File: config.mk
export PLATFORM = sky130hd
export DESIGN_NAME = song_playback_ctrl
export DESIGN_NICKNAME = d
export VERILOG_FILES = /design/src/rtl/song_pkg.sv /design/src/rtl/sample_tick_gen.sv /design/src/rtl/song_playback_ctrl.sv
export SDC_FILE = /design/constraint.sdc
export NUM_CORES = 1
export LEC_CHECK = 0
export CORE_MARGIN = 1
export CORE_UTILIZATION = 30
export DETAILED_ROUTE_END_ITERATION = 7
export DONT_BUFFER_PORTS = 1
export GPL_ROUTABILITY_DRIVEN = 0
export SLEW_MARGIN = 20
export SYNTH_ARGS = -nofsm -noshare
export SYNTH_HDL_FRONTEND = slang
export SYNTH_SLANG_ARGS = --single-unit
File: constraint.sdc
create_clock -name clk50Mghz -period 3.5 [get_ports clk50Mghz]
set_input_delay 0.525 -clock clk50Mghz [delete_from_list [all_inputs] [get_ports clk50Mghz]]
set_output_delay 0.525 -clock clk50Mghz [all_outputs]
set_load 0.02 [all_outputs]
File: src/rtl/song_pkg.sv
// rtl/song_pkg.sv - shared types and defaults for the song playback sequencer
package song_pkg;

    typedef enum logic [1:0] {
        IDLE    = 2'd0,
        PLAYING = 2'd1,
        PAUSED  = 2'd2,
        DONE    = 2'd3
    } state_t;

    localparam int ADDR_W = 17;
    localparam int DATA_W = 4;
    localparam logic [15:0] TICK_DIV_DEFAULT = 16'h11ad;

endpackage

File: src/rtl/sample_tick_gen.sv
// rtl/sample_tick_gen.sv - sample-rate divider, one tick every TICK_DIV enabled cycles
module sample_tick_gen #(
    parameter int TICK_DIV = 4525
) (
    input  logic clk_i,
    input  logic rst_i,
    input  logic en_i,
    input  logic clr_i,
    output logic tick_o
);

    localparam int CNT_W = (TICK_DIV > 1) ? $clog2(TICK_DIV) : 1;
    localparam logic [CNT_W-1:0] LAST = CNT_W'(TICK_DIV - 1);

    logic [CNT_W-1:0] cnt_q, cnt_d;

    always_comb begin
        cnt_d = cnt_q;
        if (clr_i) begin
            cnt_d = '0;
        end else if (en_i) begin
            cnt_d = (cnt_q == LAST) ? '0 : cnt_q + 1'b1;
        end
    end

    always_ff @(posedge clk_i or posedge rst_i) begin
        if (rst_i) begin
            cnt_q <= '0;
        end else begin
            cnt_q <= cnt_d;
        end
    end

    // Gated by en so a count parked at LAST while paused does not fire.
    assign tick_o = en_i && (cnt_q == LAST);

endmodule

File: src/rtl/song_playback_ctrl.sv
// rtl/song_playback_ctrl.sv - play/pause/stop sequencer walking the song ROM
module song_playback_ctrl #(
    parameter int ADDR_W = song_pkg::ADDR_W,
    parameter int DATA_W = song_pkg::DATA_W,
    parameter int TICK_DIV = int'(song_pkg::TICK_DIV_DEFAULT),
    parameter logic [ADDR_W-1:0] END_ADDR = '1
) (
    input  logic              clk50Mghz,
    input  logic              rst,
    input  logic              play,
    input  logic              pause,
    input  logic              stop,
    input  logic              loop_en,
    output logic [ADDR_W-1:0] rom_addr,
    input  logic [DATA_W-1:0] rom_data,
    output logic [DATA_W-1:0] sample,
    output logic              sample_valid,
    output logic              playing,
    output logic              done
);

    import song_pkg::*;

    state_t state_q, state_d;
    logic [ADDR_W-1:0] addr_q, addr_d;
    logic [DATA_W-1:0] sample_q, sample_d;
    logic valid_q, valid_d;
    logic tick_en, tick_clr, fetch_pending, at_end;

    assign tick_en  = (state_q == PLAYING);
    assign tick_clr = stop || (play && (state_q == IDLE || state_q == DONE));

    sample_tick_gen #(.TICK_DIV(TICK_DIV)) u_tick (
        .clk_i  (clk50Mghz),
        .rst_i  (rst),
        .en_i   (tick_en),
        .clr_i  (tick_clr),
        .tick_o (fetch_pending)
    );

    // The ROM word for addr_q has been stable for a full tick period, so it is captured on the tick edge.
    assign at_end = (addr_q == END_ADDR);

    always_comb begin
        state_d  = state_q;
        addr_d   = addr_q;
        sample_d = sample_q;
        valid_d  = 1'b0;
        if (stop) begin
            state_d  = IDLE;
            addr_d   = '0;
            sample_d = '0;
        end else begin
            if (fetch_pending) begin
                sample_d = rom_data;
                valid_d  = 1'b1;
                if (at_end) begin
                    addr_d = loop_en ? '0 : addr_q;
                end else begin
                    addr_d = addr_q + 1'b1;
                end
            end
            case (state_q)
                IDLE, DONE: begin
                    if (play) begin
                        state_d = PLAYING;
                        addr_d  = '0;
                    end
                end
                PAUSED: begin
                    if (play) state_d = PLAYING;
                end
                PLAYING: begin
                    if (fetch_pending && at_end && !loop_en) state_d = DONE;
                    else if (pause)                          state_d = PAUSED;
                end
                default: state_d = IDLE;
            endcase
        end
    end

    always_ff @(posedge clk50Mghz or posedge rst) begin
        if (rst) begin
            state_q  <= IDLE;
            addr_q   <= '0;
            sample_q <= '0;
            valid_q  <= 1'b0;
        end else begin
            state_q  <= state_d;
            addr_q   <= addr_d;
            sample_q <= sample_d;
            valid_q  <= valid_d;
        end
    end

    assign rom_addr     = addr_q;
    assign sample       = sample_q;
    assign sample_valid = valid_q;
    assign playing      = (state_q == PLAYING);
    assign done         = (state_q == DONE);

endmodule

==> summary.txt, run 1 <==
Floorplanning
  – Core Rows: 31
  – Die width: 90.1 um
  – Height of the die: 90.1 um
  – Die footprint: 8110 um^2
  – Total core area: 7370 um^2
  – Initial Utilization: 31.6%
  – I/O pin count: 34

Pwr
  – Pwr/cell area: 323 nW/um^2
  – Tot Pwr: 810 uW
  – P_leak: 0.000904 uW
  – Max VDD drop: 144 uV

GRT
  – Grt met2 use: 23.5%
  – Antenna violations before repair: 0
  – Gr usage total: 14.1%
  – First-pass GRT wire length: 9210 um
  – Largest net degree at the start of global routing: 38
  – M3 GR Usage: 3.81%
  – GR Overflow Total: 0
  – Met1 Track Usage GR: 18.1%
  – Gr busiest metal: met2
  – Vias in the first global route: 1807

Timing
  – RSZ-0062 raised after global routing: no
  – Worst Max-Slew Pin Slew: 0.618 ns
  – Slew Limit Fails: 0
  – Slew HR: 58.7%
  – Worst Slack Setup Final: 0.678 ns
  – Highest Clock Rate: 354 MHz
  – Period utilization: 80.6%
  – Setup violators final: 0
  – Post-layout min period: 2.82 ns
  – Total count of hold-check failures in the final report: 0
  – Setup TNS: 0 ns
  – Final Skew: 0.00575 ns

Critical path
  – Worst Setup End Kind: register
  – Worst-path cell chain: ha_1, and3_1, nand4_1, nor3_1, ha_1, nand2b_1, or4_1, or3_1, a31oi_1
  – Worst EP required: 3.71 ns
  – Most frequent CP cell: ha_1
  – CP Max Fanout: 9
  – CP startpoint kind: register
  – Slowest stage delay, CP: 0.52 ns
  – Critical path's slowest cell: or4_1
  – Arrival time worst endpoint: 3.03 ns
  – Crit Path Class: reg2reg

Routing
  – Vias/cell: 5.58
  – Vias: 1957
  – Detailed-route DRC error count: 0
  – Routed Wire Length: 5600 um
  – Drt pass-1 iters: 4
  – DRT iter0 DRCs: 83
  – Drt wl/cell: 15.9 um
  – Final ANT Viol Nets: 0

Logic synthesis
  – Average cell area after synthesis: 9.27 um^2
  – Seq/Total Area, Yosys: 39.8%
  – Syn nets: 269
  – Async set-reset flop share out of synthesis: 100%
  – Cell count after synthesis: 251
  – EDFF count, synth: 0
  – Syn. warnings: 0
  – Yosys cell types: 53
  – Synth Flop Type: dfrtp_1
  – Synthesized area: 2330 um^2
  – #FFs+latches synth: 37

Clock tree
  – Post-CTS setup buffers: 0
  – Cts-stage hold buffer count: 0
  – Total CTS buffers: 5
  – H-tree levels: 2
  – Post-cts resize count: 0
  – CTS tree: yes
  – Clk sink count: 37
  – Max clock buf depth: 2
  – Worst-skew pair later-pin latency: 0.29 ns
  – Root buf cell: clkbuf_8
  – Clock transition at path regs: 0.08 ns

Final layout
  – Layout cells sized above 1: 9.52%
  – Filler Cells Inserted: 784
  – Fin nets: 269
  – # diodes: 0
  – Area grow syn2layout: 7.90%

Place
  – Dpl hpwl: 4040 um
  – Worst slack, placed: 0.712 ns
  – I/O Buffers: 0

Outcome
  – Status: finished clean

Flow run
  – Max cap viols: 0

Worst hold path
  – Hold Crit Class: in2async
[kinds of logic (layout without fill, tap and decap cells)]
family | after synthesis | count (layout) | share of synthesized area, %
buffers and inverters | 18 | 19 | 3.23
AO/OA/AOI/OAI | 56 | 56 | 16.4
flip-flops | 37 | 37 | 39.8
adder cells (fa/ha/maj) | 8 | 8 | 4.30
XOR/XNOR | 8 | 8 | 3.01
AND/OR/NAND/NOR | 124 | 124 | 33.3
[final timing paths]
check | start | end | slack [ns] | cells after the start
worst max-delay path | rom_addr[0]$_DFF_PP0_ | rom_addr[9]$_DFF_PP0_ | 0.68 | 9
worst min-delay path | rst | rom_addr[9]$_DFF_PP0_ | 0.24 | 2
worst max register to register | rom_addr[0]$_DFF_PP0_ | rom_addr[9]$_DFF_PP0_ | 0.68 | 9
worst min register to register | u_tick.cnt_q[12]$_DFFE_PP0P_ | u_tick.cnt_q[12]$_DFFE_PP0P_ | 0.57 | 1
max in group asynchronous | rst | sample[1]$_DFFE_PP0P_ | 2.93 | 2
min in group clk50Mghz | stop | sample[0]$_DFFE_PP0P_ | 0.29 | 1
[state kept, by name, indices dropped and copies added (netlist names)]
signal / flops
rom_addr: 17
sample: 4
sample_valid: 1
state_q: 2
u_tick.cnt_q: 13
[stage by stage]
stage          hold slack, ns  cell area, um^2  utilization [%]  cells
2_1_floorplan           0.519             2330                -    251
4_1_cts                 0.270             2510             34.1    351
6_report                0.240             2510             34.1    351
5_1_grt                 0.271             2510             34.1    351
3_3_place_gp            0.540             2430             33.0    343
3_5_place_dp            0.555             2430             33.0    343
[cells in the final DEF, fill, tap and decap left out, types with 2 or more instances in the layout]
| cell | Yosys | final |
|---|---|---|
| a211oi_1 | 3 | 3 |
| a21o_1 | 2 | 2 |
| a21oi_1 | 11 | 11 |
| a31oi_1 | 5 | 5 |
| a32o_1 | 4 | 4 |
| and3_1 | 2 | 2 |
| and4_1 | 3 | 3 |
| buf_4 | 0 | 3 |
| clkbuf_8 | 0 | 5 |
| clkinv_2 | 0 | 2 |
| dfrtp_1 | 37 | 37 |
| ha_1 | 8 | 8 |
| inv_1 | 8 | 8 |
| nand2_1 | 26 | 26 |
| nand2b_1 | 4 | 4 |
| nand3_1 | 13 | 13 |
| nand3b_1 | 3 | 3 |
| nand4_1 | 10 | 10 |
| nand4_2 | 2 | 2 |
| nor2_1 | 16 | 16 |
| nor2b_1 | 2 | 2 |
| nor3_1 | 10 | 10 |
| nor3b_1 | 3 | 3 |
| nor4_1 | 4 | 4 |
| o211ai_1 | 4 | 4 |
| o21ai_0 | 13 | 13 |
| o22a_1 | 2 | 2 |
| o31ai_1 | 3 | 3 |
| or2_2 | 3 | 3 |
| or3_1 | 3 | 3 |
| or4_1 | 8 | 8 |
| or4b_1 | 2 | 2 |
| xnor2_1 | 6 | 6 |
| xor2_1 | 2 | 2 |
[worst max-delay path, delay by kind of cell, from the launching register on]
kind / cells / cell delay, ns
AOI/OAI and AO/OA: 1 / 0.18
adders and majority gates: 2 / 0.57
DFF: 1 / 0.51
and+or+nand+nor: 6 / 1.49
[final cells by class]
class | count | area (um^2) | share of cell area [%]
clock buffer | 6 | 72.6 | 2.89
clock inverter | 2 | 10.0 | 0.399
inverter | 8 | 30.0 | 1.20
multi-input combinational | 196 | 1330 | 52.8
sequential | 37 | 926 | 36.9
tap | 99 | 124 | 4.93
timing repair buffer | 3 | 22.5 | 0.897
[report_power, final]
group	switching, uW	total [uW]	leakage, uW	internal [uW]
sequential	6.36	437	0.000515	431
clock	156	294	0.0000450	138
combinational	54.6	78.8	0.000344	24.2
[metal layers]
layer	vias up	part of all wire (%)
met2	40	49
met1	953	46
li1	960	-
met3	4	4.8
met4	0	0.71
met5	-	0
[cell usage after synthesis, types with 3 or more instances]
| master | n | share of area, % |
|---|---|---|
| a211oi_1 | 3 | 0.97 |
| a21oi_1 | 11 | 2.4 |
| a31oi_1 | 5 | 1.3 |
| a32o_1 | 4 | 1.7 |
| and4_1 | 3 | 1.1 |
| buf_2 | 4 | 0.86 |
| clkbuf_1 | 4 | 0.64 |
| dfrtp_1 | 37 | 40 |
| ha_1 | 8 | 4.3 |
| inv_1 | 8 | 1.3 |
| nand2_1 | 26 | 4.2 |
| nand2b_1 | 4 | 1.1 |
| nand3_1 | 13 | 2.8 |
| nand3b_1 | 3 | 0.97 |
| nand4_1 | 10 | 2.7 |
| nor2_1 | 16 | 2.6 |
| nor3_1 | 10 | 2.2 |
| nor3b_1 | 3 | 0.97 |
| nor4_1 | 4 | 1.1 |
| o211ai_1 | 4 | 1.3 |
| o21ai_0 | 13 | 2.8 |
| o31ai_1 | 3 | 0.97 |
| or2_2 | 3 | 0.81 |
| or3_1 | 3 | 0.81 |
| or4_1 | 8 | 2.6 |
| xnor2_1 | 6 | 2.3 |
Note: power is estimated with default switching activity, not from simulation.
==> run 2: changes to the inputs <==
--- a/config.mk
+++ b/config.mk
@@ -5,6 +5,7 @@
 export SDC_FILE = /design/constraint.sdc
 export NUM_CORES = 1
 export LEC_CHECK = 0
+export ABC_AREA = 1
 export CORE_MARGIN = 1
 export CORE_UTILIZATION = 30
 export DETAILED_ROUTE_END_ITERATION = 7
==> constraint.sdc (replaced) <==
create_clock -name clk50Mghz -period 2.95 [get_ports clk50Mghz]
set_input_delay 0.4425 -clock clk50Mghz [delete_from_list [all_inputs] [get_ports clk50Mghz]]
set_output_delay 0.4425 -clock clk50Mghz [all_outputs]
set_load 0.02 [all_outputs]
==> run 2 against run 1 <==
  * Routed wire length up 5.5%
  * Clock skew up 0.0028 ns
  * Worst hold slack worse by 0.093 ns
==> summary.txt, run 2 <==
Logic synthesis
  – Commonest cells post-synth: nand2_1, nor2_1, inv_1
  – Cell count after synthesis: 358
  – Syn. warnings: 0
  – Most common cell in the netlist: nand2_1
  – Synth Flop Type: dfrtp_1
  – Area share of the largest cell type after synthesis: 37.8%
  – EDFF count, synth: 0
  – #FFs+latches synth: 37
  – Syn nets: 376
  – Synth area leader: dfrtp_1
  – Seq/Total Area, Yosys: 37.8%
  – Top cells by area, synth: dfrtp_1, nand2_1, nor2_1, inv_1, nand3_1
  – Average cell area after synthesis: 6.84 um^2
  – Async set-reset flop share out of synthesis: 100%
  – Synthesized area: 2450 um^2
  – Yosys cell types: 28

Floorplanning
  – Initial Utilization: 31.4%
  – I/O pin count: 34
  – Core Rows: 32
  – Die width: 92.3 um
  – Height of the die: 92.3 um
  – Die footprint: 8530 um^2
  – Total core area: 7810 um^2

Final layout
  – Most frequent cells in the layout: nand2_1, nor2_1, inv_1, dfrtp_1, nand3_1
  – Seq. cell area: 926 um^2
  – Area grow syn2layout: 8.84%
  – Commonest non-fill, non-tap cell in the layout: nand2_1
  – Fin nets: 385
  – # diodes: 0
  – Largest register FFs: 17
  – Layout cells sized above 1: 8.45%
  – Core Util, Final: 34.1%
  – Filler Cells Inserted: 847
  – Multi-input gate area: 1260 um^2

Routing
  – Final ANT Viol Nets: 0
  – DRT iter0 DRCs: 64
  – Vias/cell: 4.72
  – Drt wl/cell: 12.6 um
  – Detailed-route DRC error count: 0
  – Vias: 2213
  – Routed Wire Length: 5900 um
  – Drt pass-1 iters: 4

Clock tree
  – Worst-skew pair later-pin latency: 0.29 ns
  – Clock transition at path regs: 0.08 ns
  – CTS tree: yes
  – Clk sink count: 37
  – Total CTS buffers: 5
  – Max clock buf depth: 2
  – H-tree levels: 2
  – Root buf cell: clkbuf_8

GRT
  – GR Overflow Total: 0
  – Vias in the first global route: 2165
  – First-pass GRT wire length: 10000 um
  – Gr usage total: 14.8%
  – Antenna violations before repair: 0
  – Largest net degree at the start of global routing: 38

Worst hold path
  – Hold Crit Class: in2async

Outcome
  – Status: finished clean

Critical path
  – CP startpoint kind: register
  – CP Max Fanout: 8
  – Slowest stage delay, CP: 0.52 ns
  – Critical path's slowest cell: dfrtp_1
  – Crit Path Class: reg2reg
  – FF-to-FF path depth: 10
  – Arrival time worst endpoint: 2.81 ns
  – Logic depth of the worst setup path including buffers: 10
  – Bufs and invs on worst path: 1
  – Worst-path cell chain: nand2_1, nor2_1, nand2_1, nor3_1, ha_2, nand2_1, inv_1, nand4_1, a21oi_1, nor2_1
  – Worst reg2reg setup slack: 0.32 ns
  – Worst EP required: 3.13 ns
  – Worst R2R Start: rom_addr[9]$_DFF_PP0_
  – CP delay by family, top: simple AND/OR/NAND/NOR gates
  – Reg-to-reg endpoint: rom_addr[3]$_DFF_PP0_
  – Most frequent CP cell: nand2_1
  – Worst Setup End Kind: register

Timing
  – Post-layout min period: 2.64 ns
  – Slew Limit Fails: 0
  – Slew HR: 58.1%
  – Final Skew: 0.00858 ns
  – Highest Clock Rate: 380 MHz
  – Total count of hold-check failures in the final report: 0
  – Period utilization: 89.3%
  – RSZ-0062 raised after global routing: no
  – Worst Max-Slew Pin Slew: 0.624 ns
  – Setup TNS: 0 ns
  – Worst Slack Setup Final: 0.315 ns
  – Setup violators final: 0

Pwr
  – Tot Pwr: 1050 uW
  – Pwr/cell area: 392 nW/um^2
  – P_leak: 0.00134 uW
  – Max VDD drop: 128 uV

Place
  – Worst slack, placed: 0.326 ns
  – I/O Buffers: 0
  – Dpl hpwl: 4540 um

Flow run
  – Max cap viols: 0
==> run 2: final cells by class <==
type                            count  area share [%]
Multi-Input combinational cell    261            47.5
Sequential cell                    37            34.7
Inverter                           55            7.79
Tap cell                          102            4.79
Clock buffer                        7            3.24
Timing Repair Buffer                7            1.97
==> run 2: kinds of logic after synthesis <==
logic type      synth area share (%)
simple gates                    41.2
fa+ha+maj                       4.09
xor+xnor                        1.79
buf+inv                         10.6
flops                           37.8
compound gates                  4.50
==> run 2: timing repair <==
item / in CTS / in global routing
gates resized for setup: 0 / 1
hold buffers: 0 / 0
setup endpoints to repair: 0 / 2
setup buffers: 0 / 0
==> run 2: worst max path at each step <==
stage / start / end
final: rom_addr[9]$_DFF_PP0_ / rom_addr[3]$_DFF_PP0_
after global routing: rom_addr[9]$_DFF_PP0_ / rom_addr[7]$_DFF_PP0_
after CTS: rom_addr[9]$_DFF_PP0_ / rom_addr[3]$_DFF_PP0_
after detailed placement: rom_addr[9]$_DFF_PP0_ / rom_addr[3]$_DFF_PP0_
after global placement: rom_addr[9]$_DFF_PP0_ / rom_addr[7]$_DFF_PP0_
after floorplan: rom_addr[1]$_DFF_PP0_ / rom_addr[7]$_DFF_PP0_
==> run 2: metrics by stage <==
step,hold WS (ns),area (um^2),cells
floorplan,0.467,2450,358
global placement,0.475,2580,462
detailed placement,0.485,2580,462
CTS,0.167,2660,469
global route,0.206,2670,469
finish,0.147,2670,469
==> run 2: worst reg2reg max path: stages, from the launching register on <==
cell,delay (ns)
dfrtp_1,0.52
nand2_1,0.11
nor2_1,0.18
nand2_1,0.12
nor3_1,0.30
ha_2,0.31
nand2_1,0.19
inv_1,0.25
nand4_1,0.25
a21oi_1,0.23
nor2_1,0.06
==> run 2: where the power goes <==
group          internal (uW)  switching (uW)
clock                    186             178
sequential               520            13.3
combinational           37.4             111
==> run 2: per-layer routing <==
metal | part of all wire (%) | GRT usage [%] | vias up
met5 | 0 | 0 | -
li1 | - | - | 1144
met3 | 6.0 | 4.52 | 7
met4 | 1.2 | 5.08 | 0
met1 | 45 | 18.6 | 1010
met2 | 48 | 23.8 | 52
